**config.mk**
```make
export PLATFORM = sky130hd
export DESIGN_NAME = dpll_search_ctrl
export DESIGN_NICKNAME = d
export VERILOG_FILES = /design/src/rtl/dpll_search_ctrl_pkg.sv /design/src/rtl/dpll_search_ctrl_trail_stack.sv /design/src/rtl/dpll_search_ctrl.sv
export SDC_FILE = /design/constraint.sdc
export NUM_CORES = 2
export LEC_CHECK = 0
export ABC_CLOCK_PERIOD_IN_PS = 36200
export BUFFER_PORTS_ARGS = -buffer_cell sky130_fd_sc_hd__buf_4
export CAP_MARGIN = 25
export CORE_ASPECT_RATIO = 0.5
export CORE_MARGIN = 2
export CORE_UTILIZATION = 55
export DETAILED_ROUTE_END_ITERATION = 7
export GPL_TIMING_DRIVEN = 0
export HOLD_SLACK_MARGIN = 0.15
export PLACE_DENSITY = 0.76
export SLEW_MARGIN = 30
export SYNTH_ARGS = -nofsm -noshare
export SYNTH_HDL_FRONTEND = slang
export SYNTH_SLANG_ARGS = --single-unit
```
**constraint.sdc**
```tcl
create_clock -name clock -period 36.2 [get_ports clock]
set_clock_uncertainty 0.15 [all_clocks]
set_input_delay 3.62 -clock clock [delete_from_list [all_inputs] [get_ports clock]]
set_output_delay 3.62 -clock clock [all_outputs]
set_load 0.01 [all_outputs]
```
**src/rtl/dpll_search_ctrl_pkg.sv**
```systemverilog
// Shared types for the DPLL search slice: literals, clauses, formulas, trail entries.
// Formula is a fixed grid of clause slots; a literal with id 0 marks an empty slot.
package dpll_search_ctrl_pkg;

  localparam int VAR_W   = 4;
  localparam int CL_LITS = 3;
  localparam int NUM_CL  = 4;

  typedef struct packed {
    logic             neg;
    logic [VAR_W-1:0] id;
  } lit_t;

  typedef lit_t  [CL_LITS-1:0] clause_t;
  typedef clause_t [NUM_CL-1:0] formula_t;

  typedef struct packed {
    formula_t f;
    lit_t     l;
    logic     flipped;
  } trail_entry_t;

  localparam lit_t     ZERO_LIT     = '0;
  localparam formula_t ZERO_FORMULA = '0;

  function automatic lit_t lit_neg(lit_t l);
    lit_t r;
    r     = l;
    r.neg = ~l.neg;
    return r;
  endfunction

  // Row-major scan: the first occupied slot is the first literal of the
  // lowest-index non-empty clause.
  function automatic lit_t pick_lit(formula_t f);
    lit_t r;
    logic found;
    r     = ZERO_LIT;
    found = 1'b0;
    for (int c = 0; c < NUM_CL; c++)
      for (int k = 0; k < CL_LITS; k++)
        if (!found && f[c][k].id != '0) begin
          r     = f[c][k];
          found = 1'b1;
        end
    return r;
  endfunction

endpackage

```
**src/rtl/dpll_search_ctrl_trail_stack.sv**
```systemverilog
// Chronological-backtracking trail: LIFO of trail_entry_t with in-place flip of the top.
// One operation per cycle; clear has priority, then push, pop, flip_top.
module dpll_trail_stack
  import dpll_search_ctrl_pkg::*;
#(
  parameter int DEPTH = 16
) (
  input  logic         clock,
  input  logic         reset,
  input  logic         clear,
  input  logic         push,
  input  trail_entry_t push_entry,
  input  logic         pop,
  input  logic         flip_top,
  output trail_entry_t top,
  output logic         empty,
  output logic         full
);

  localparam int CW = $clog2(DEPTH + 1);
  localparam int IW = (DEPTH > 1) ? $clog2(DEPTH) : 1;

  trail_entry_t  mem [DEPTH];
  logic [CW-1:0] count;
  logic [CW-1:0] top_c;
  logic [IW-1:0] top_i;
  logic [IW-1:0] wr_i;

  assign top_c = count - CW'(1);
  assign top_i = top_c[IW-1:0];
  assign wr_i  = count[IW-1:0];
  assign empty = (count == '0);
  assign full  = (count == CW'(DEPTH));
  assign top   = mem[top_i];

  always_ff @(posedge clock or posedge reset) begin
    if (reset) begin
      count <= '0;
      for (int i = 0; i < DEPTH; i++) mem[i] <= '0;
    end else if (clear) begin
      count <= '0;
    end else if (push && !full) begin
      mem[wr_i] <= push_entry;
      count     <= count + CW'(1);
    end else if (pop && !empty) begin
      count <= count - CW'(1);
    end else if (flip_top && !empty) begin
      mem[top_i].l       <= lit_neg(mem[top_i].l);
      mem[top_i].flipped <= 1'b1;
    end
  end

endmodule

```
**src/rtl/dpll_search_ctrl.sv**
```systemverilog
// DPLL search sequencer: alternates simplification and branching, backtracks via the trail.
// Optional statistics counters built only when DPLL_STATS_EN is defined.
module dpll_search_ctrl
  import dpll_search_ctrl_pkg::*;
#(
  parameter int DEPTH = 16,
  parameter int CNT_W = 16
) (
  input  logic             clock,
  input  logic             reset,
  input  logic             start,
  input  formula_t         in_formula,
  output logic             busy,
  output logic             done,
  output logic             sat,
  output logic             unsat,
  output logic             ovf,
  output logic             dec_valid,
  output lit_t             dec_lit,
  output logic             kern_find,
  output formula_t         kern_formula,
  input  logic             kern_ended,
  input  logic             kern_sat,
  input  logic             kern_unsat,
  input  formula_t         kern_out,
  output logic             asg_find,
  output formula_t         asg_formula,
  output lit_t             asg_lit,
  input  logic             asg_ended,
  input  logic             asg_empty_formula,
  input  logic             asg_empty_clause,
  input  formula_t         asg_out,
  output logic [CNT_W-1:0] n_dec,
  output logic [CNT_W-1:0] n_confl
);

  localparam logic [2:0] S_IDLE      = 3'd0;
  localparam logic [2:0] S_SIMP_REQ  = 3'd1;
  localparam logic [2:0] S_SIMP_WAIT = 3'd2;
  localparam logic [2:0] S_DECIDE    = 3'd3;
  localparam logic [2:0] S_ASG_REQ   = 3'd4;
  localparam logic [2:0] S_ASG_WAIT  = 3'd5;
  localparam logic [2:0] S_BACKTRACK = 3'd6;
  localparam logic [2:0] S_FINISH    = 3'd7;

  logic [2:0]   state;
  formula_t     cur;
  lit_t         pick, flip_lit;
  trail_entry_t stk_top, push_entry;
  logic         stk_empty, stk_full;
  logic         stk_clear, stk_push, stk_pop, stk_flip;

  assign pick       = pick_lit(cur);
  assign flip_lit   = lit_neg(stk_top.l);
  assign push_entry = '{f: cur, l: pick, flipped: 1'b0};

  assign stk_clear = (state == S_IDLE) && start;
  assign stk_push  = (state == S_DECIDE) && !stk_full;
  assign stk_pop   = (state == S_BACKTRACK) && !stk_empty && stk_top.flipped;
  assign stk_flip  = (state == S_BACKTRACK) && !stk_empty && !stk_top.flipped;

  dpll_trail_stack #(.DEPTH(DEPTH)) u_trail (
    .clock      (clock),
    .reset      (reset),
    .clear      (stk_clear),
    .push       (stk_push),
    .push_entry (push_entry),
    .pop        (stk_pop),
    .flip_top   (stk_flip),
    .top        (stk_top),
    .empty      (stk_empty),
    .full       (stk_full)
  );

  // Requests and done are pure state decodes so they last exactly one cycle.
  assign kern_find    = (state == S_SIMP_REQ);
  assign asg_find     = (state == S_ASG_REQ);
  assign done         = (state == S_FINISH);
  assign kern_formula = cur;
  assign asg_formula  = cur;

  always_ff @(posedge clock or posedge reset) begin
    if (reset) begin
      state     <= S_IDLE;
      cur       <= ZERO_FORMULA;
      busy      <= 1'b0;
      sat       <= 1'b0;
      unsat     <= 1'b0;
      ovf       <= 1'b0;
      dec_valid <= 1'b0;
      dec_lit   <= ZERO_LIT;
      asg_lit   <= ZERO_LIT;
    end else begin
      dec_valid <= 1'b0;
      case (state)
        S_IDLE: if (start) begin
          cur   <= in_formula;
          sat   <= 1'b0;
          unsat <= 1'b0;
          ovf   <= 1'b0;
          busy  <= 1'b1;
          state <= S_SIMP_REQ;
        end
        S_SIMP_REQ: state <= S_SIMP_WAIT;
        S_SIMP_WAIT: if (kern_ended) begin
          if (kern_sat) begin
            sat   <= 1'b1;
            state <= S_FINISH;
          end else if (kern_unsat) begin
            state <= S_BACKTRACK;
          end else begin
            cur   <= kern_out;
            state <= S_DECIDE;
          end
        end
        S_DECIDE: if (stk_full) begin
          ovf   <= 1'b1;
          state <= S_FINISH;
        end else begin
          dec_valid <= 1'b1;
          dec_lit   <= pick;
          asg_lit   <= pick;
          state     <= S_ASG_REQ;
        end
        S_ASG_REQ: state <= S_ASG_WAIT;
        S_ASG_WAIT: if (asg_ended) begin
          if (asg_empty_formula) begin
            sat   <= 1'b1;
            state <= S_FINISH;
          end else if (asg_empty_clause) begin
            state <= S_BACKTRACK;
          end else begin
            cur   <= asg_out;
            state <= S_SIMP_REQ;
          end
        end
        S_BACKTRACK: if (stk_empty) begin
          unsat <= 1'b1;
          state <= S_FINISH;
        end else if (!stk_top.flipped) begin
          // Popping already-flipped entries keeps us here, one per cycle.
          cur       <= stk_top.f;
          dec_valid <= 1'b1;
          dec_lit   <= flip_lit;
          asg_lit   <= flip_lit;
          state     <= S_ASG_REQ;
        end
        default: begin
          busy  <= 1'b0;
          state <= S_IDLE;
        end
      endcase
    end
  end

`ifdef DPLL_STATS_EN
  logic             bt_enter;
  logic [CNT_W-1:0] dec_q, confl_q;

  assign bt_enter = ((state == S_SIMP_WAIT) && kern_ended && !kern_sat && kern_unsat) ||
                    ((state == S_ASG_WAIT) && asg_ended && !asg_empty_formula && asg_empty_clause);

  always_ff @(posedge clock or posedge reset) begin
    if (reset) begin
      dec_q   <= '0;
      confl_q <= '0;
    end else if (stk_clear) begin
      dec_q   <= '0;
      confl_q <= '0;
    end else begin
      if ((stk_push || stk_flip) && dec_q != '1) dec_q <= dec_q + CNT_W'(1);
      if (bt_enter && confl_q != '1)             confl_q <= confl_q + CNT_W'(1);
    end
  end

  assign n_dec   = dec_q;
  assign n_confl = confl_q;
`else
  assign n_dec   = {CNT_W{1'b0}};
  assign n_confl = {CNT_W{1'b0}};
`endif

endmodule

```
==> summary.md <==
The flow ran to the end, and the final reports show no timing, DRC or antenna violations. In this run the biggest area consumer among cell types represents 54.27% of the synthesized area. The tools report the register cell area after layout as 0.02838 sq mm. STA classifies the critical path startpoint as a flip-flop.

Post-synthesis to final-layout area growth: 15.29%. TritonCTS built the clock tree. The initialized floorplan defines 79 standard-cell rows. The worst register-to-register path has a setup slack of 28450 ps. The logs give 0 for the remaining antenna violation count and 23.90% for the max-slew headroom at the worst pin. Setup slack on the critical path of the routed design comes to 28450 ps. The initial antenna violation count was 6; the count of cells along the worst hold path was 2. The run gives 5478 as the number of nets at the end of the flow.

By area the synthesized netlist is led by sky130_fd_sc_hd__dfrtp_1, sky130_fd_sc_hd__mux4_2, sky130_fd_sc_hd__o21ai_0, sky130_fd_sc_hd__nand2_1, sky130_fd_sc_hd__clkbuf_1. The die covers 0.09771 sq mm. The tools report the placeable core area as 0.09361 sq mm. The worst hold path begins at u_trail.mem[512]. Capture point of the worst reg-to-reg path: u_trail.mem[67]. Cell type with the highest aggregate area in the netlist: sky130_fd_sc_hd__dfrtp_1. The via count is 44.03k. The synthesized design contains 1134 register bits. Detailed router's first-iteration violation count: 7003. After detailed routing, the number of vias per cell comes to 6.652.

Data on the critical path is required at its endpoint by 36610 ps. The H-tree was split into 3 levels. The final number of max-transition violations was 0; the fraction of the yosys area taken by sequential cells was 54.27%.

The worst-case clock buffer depth is 3, and the first-pass iteration count of the detailed router is 7. The logs give 0 for the number of endpoints with negative hold slack in the final report and 0 for the total DRC errors in the routed layout. Number of cells upsized or downsized after cts: 0. The critical path in this run is classified as reg -> reg.

The fraction of the cycle the final worst path needs was 21.41%. In this run the worst path has a maximum fanout of 14. The number of different library cells used by synthesis comes to 71. Timing would allow up to 0.1290 GHz. The switching share of power was 42.29%. For this design the static power due to leakage is 26.85 nW. The count of flip-flops with a built-in enable after synthesis came out at 0. The part of the total power dissipated in the clock network was 20.0%. Across every metal layer, demand over resource in global routing totals 39.08%.

After global routing the overflow that remains totals 0. The path with the worst hold slack has its endpoint at u_trail.mem[512]. The run gives 0 ps as the aggregate negative setup slack. In this run the worst hold path is classified as reg -> reg. For the worst-case setup slack after placement, the log shows 28570 ps. In this run, CTS created clock tree buffers numbering 95. The number of warning messages in the yosys log came out at 0. After filler insertion, the fill cell instance count of the layout stands at 7032. The tools report the worst IR drop on VDD as 0.00004435 V. The run gives 1134 as the TritonCTS sink count. The net switching component of the power was 2.408 mW. Setup repair after global routing left no endpoint under its margin.

The final wirelength is 189900 um. From bottom edge to top edge, the die measures 222.0 um. Wire length per cell after detailed routing: 28.68 um.

In the final layout, the multi-input gates occupy 0.02130 sq mm. In this run the post-CTS setup repair buffer count came out at 0. In this run the cell area of the synthesized design comes to 0.05229 sq mm. The smallest clock period supported by the final layout is computed as 7752 ps. Share of post-route cells with drive strength above 1: 19.32%. After clock tree synthesis, the clock-pin slew on the worst setup and hold paths is 70 ps. Synthesis handed over a netlist of 4815 instances.

The routability congestion estimate from global placement is 1.027, and the average size of a mapped cell is 10.86 sq um. The tool flagged a number of max-cap violations equal to 0. Startpoint of the worst-slack reg-to-reg timing path: u_trail.count[0].

In this run, flip-flops and latches consume 35.2% of the power. Setup violations remaining at the end of the flow were counted as 0. The wire length of the first global-routing pass was 281900 um; the fraction of synthesis flops using an asynchronous set or reset pin was 100.0%. The number of I/O port buffers is 326. STA classifies the critical path endpoint as a flip-flop.

The tools report the critical path data arrival time as 8160 ps. The worst-margin pin slew is 1141 ps, and the share of total power in combinational logic is 44.8%. The length in cells of the worst reg-to-reg path is 17. The tools report the HPWL reported at the end of detailed placement as 138900 um. For the maximum number of pins on one net before global-route repair, the log shows 100. The cell sitting at the root of the clock tree is a sky130_fd_sc_hd__clkbuf_16. Most frequently used flop master after synthesis: sky130_fd_sc_hd__dfrtp_1. The design internal power was 3.287 mW; the number of buffers inserted for hold repair after clock tree synthesis was 0. The power density over the cells is 94.47 mW/mm^2, and the number of top-level pins is 359. Once the floorplan was initialized, standard cells occupied 55.86% of the core. In this run the horizontal extent of the chip is 440.1 um. The number of global-route vias before repair came out at 44.05k. The clock network latency to the later pin of the worst-skew pair was 720 ps.
synthesized netlist by cell type (all sizes together) (9+ instances only):
library cell / instances
o21ai: 1103
nor2: 45
or4: 10
inv: 73
clkbuf: 383
nand3: 69
o221ai: 129
nor3: 19
and2: 10
a211oi: 9
mux2i: 69
o211ai: 63
dfrtp: 1134
buf: 162
mux4: 326
nor4: 20
nand2: 1071
a21oi: 32
critical path: stages (launching register included):
cell                       delay [ps]
sky130_fd_sc_hd__dfrtp_1          410
sky130_fd_sc_hd__buf_2            320
sky130_fd_sc_hd__buf_6            280
sky130_fd_sc_hd__clkbuf_2         520
sky130_fd_sc_hd__buf_2            590
sky130_fd_sc_hd__clkbuf_2         550
sky130_fd_sc_hd__inv_1            240
sky130_fd_sc_hd__ha_1             330
sky130_fd_sc_hd__clkbuf_1         450
sky130_fd_sc_hd__buf_2            490
sky130_fd_sc_hd__clkbuf_1         830
sky130_fd_sc_hd__buf_2            650
sky130_fd_sc_hd__mux4_2           410
sky130_fd_sc_hd__nand2_1          100
sky130_fd_sc_hd__nand3_1          130
sky130_fd_sc_hd__nand2_1          360
sky130_fd_sc_hd__clkbuf_1         510
sky130_fd_sc_hd__o221ai_1         200
cells in the final DEF (no fill, tap or decap), drive strengths merged, types with 45 or more instances in the layout:
cell type,count
mux2i,69
nor2,45
buf,495
o21ai,1103
nand3,69
clkbuf,524
o211ai,63
o221ai,129
mux4,326
nand2,1071
dfrtp,1134
inv,74
worst max-delay path by stage:
| stage | from | to | slack [ps] | cells after the start |
|---|---|---|---|---|
| global route | u_trail.count[0] | u_trail.mem[199] | 28450 | 17 |
| floorplan | reset | asg_formula[0] | 490 | 1 |
| CTS | u_trail.count[0] | u_trail.mem[67] | 28560 | 17 |
| finish | u_trail.count[0] | u_trail.mem[67] | 28450 | 17 |
| detailed placement | u_trail.count[0] | u_trail.mem[67] | 28570 | 17 |
| global placement | reset | u_trail.mem[451] | -9340 | 2 |
flip-flops by register name, indices dropped and copies added (netlist names):
name,cells
state,3
dec_valid,1
busy,1
sat,1
asg_lit,5
ovf,1
unsat,1
asg_formula,60
u_trail.mem,1056
u_trail.count,5
power by group through the flow:
stage | Combinational (mW) | Clock [mW] | Sequential (mW)
3_5_place_dp | 2.45 | 0 | 2.00
6_report | 2.55 | 1.14 | 2.01
2_1_floorplan | 1.54 | 0 | 1.90
3_3_place_gp | 2.38 | 0 | 1.98
5_1_grt | 2.67 | 1.19 | 2.03
4_1_cts | 2.47 | 1.13 | 1.98
cell families after synthesis:
kind of cell	share of synthesized area [%]
AO/OA/AOI/OAI	14.94
XOR/XNOR	0.1005
adder cells (fa/ha/maj)	0.1675
buffers and inverters	5.240
flip-flops	54.27
multiplexers	15.40
other	0.007171
AND/OR/NAND/NOR	9.875
through the flow:
stage | power, mW | hold WS, ps | util [%] | area [sq um] | cells
floorplan | 3.436 | 291.6 | - | 52410 | 4846
global placement | 4.365 | 304.8 | 60.28 | 56430 | 6427
detailed placement | 4.447 | 313.3 | 60.72 | 56840 | 6440
CTS | 5.575 | 328.5 | 64.36 | 60240 | 6612
global route | 5.892 | 342.2 | 64.39 | 60270 | 6613
finish | 5.695 | 326.1 | 64.40 | 60290 | 6620
area by class of cell:
type	count	share of cell area, %
diodes	8	0.03321
plain buffers	545	4.192
clock buffers	135	4.695
clock inverters	37	0.9485
inverters	73	0.4670
multi-input cells	3094	35.34
flip-flops and latches	1134	47.07
well taps	1255	2.605
repair buffers	339	4.653
per-layer routing:
| metal | GRT usage (%) | share of wire, % |
|---|---|---|
| met4 | 23.85 | 7.2 |
| met3 | 15.80 | 14 |
| met5 | 0.7820 | 0.062 |
| met2 | 55.81 | 43 |
| met1 | 50.06 | 35 |
Note: power is estimated with default switching activity, not from simulation.
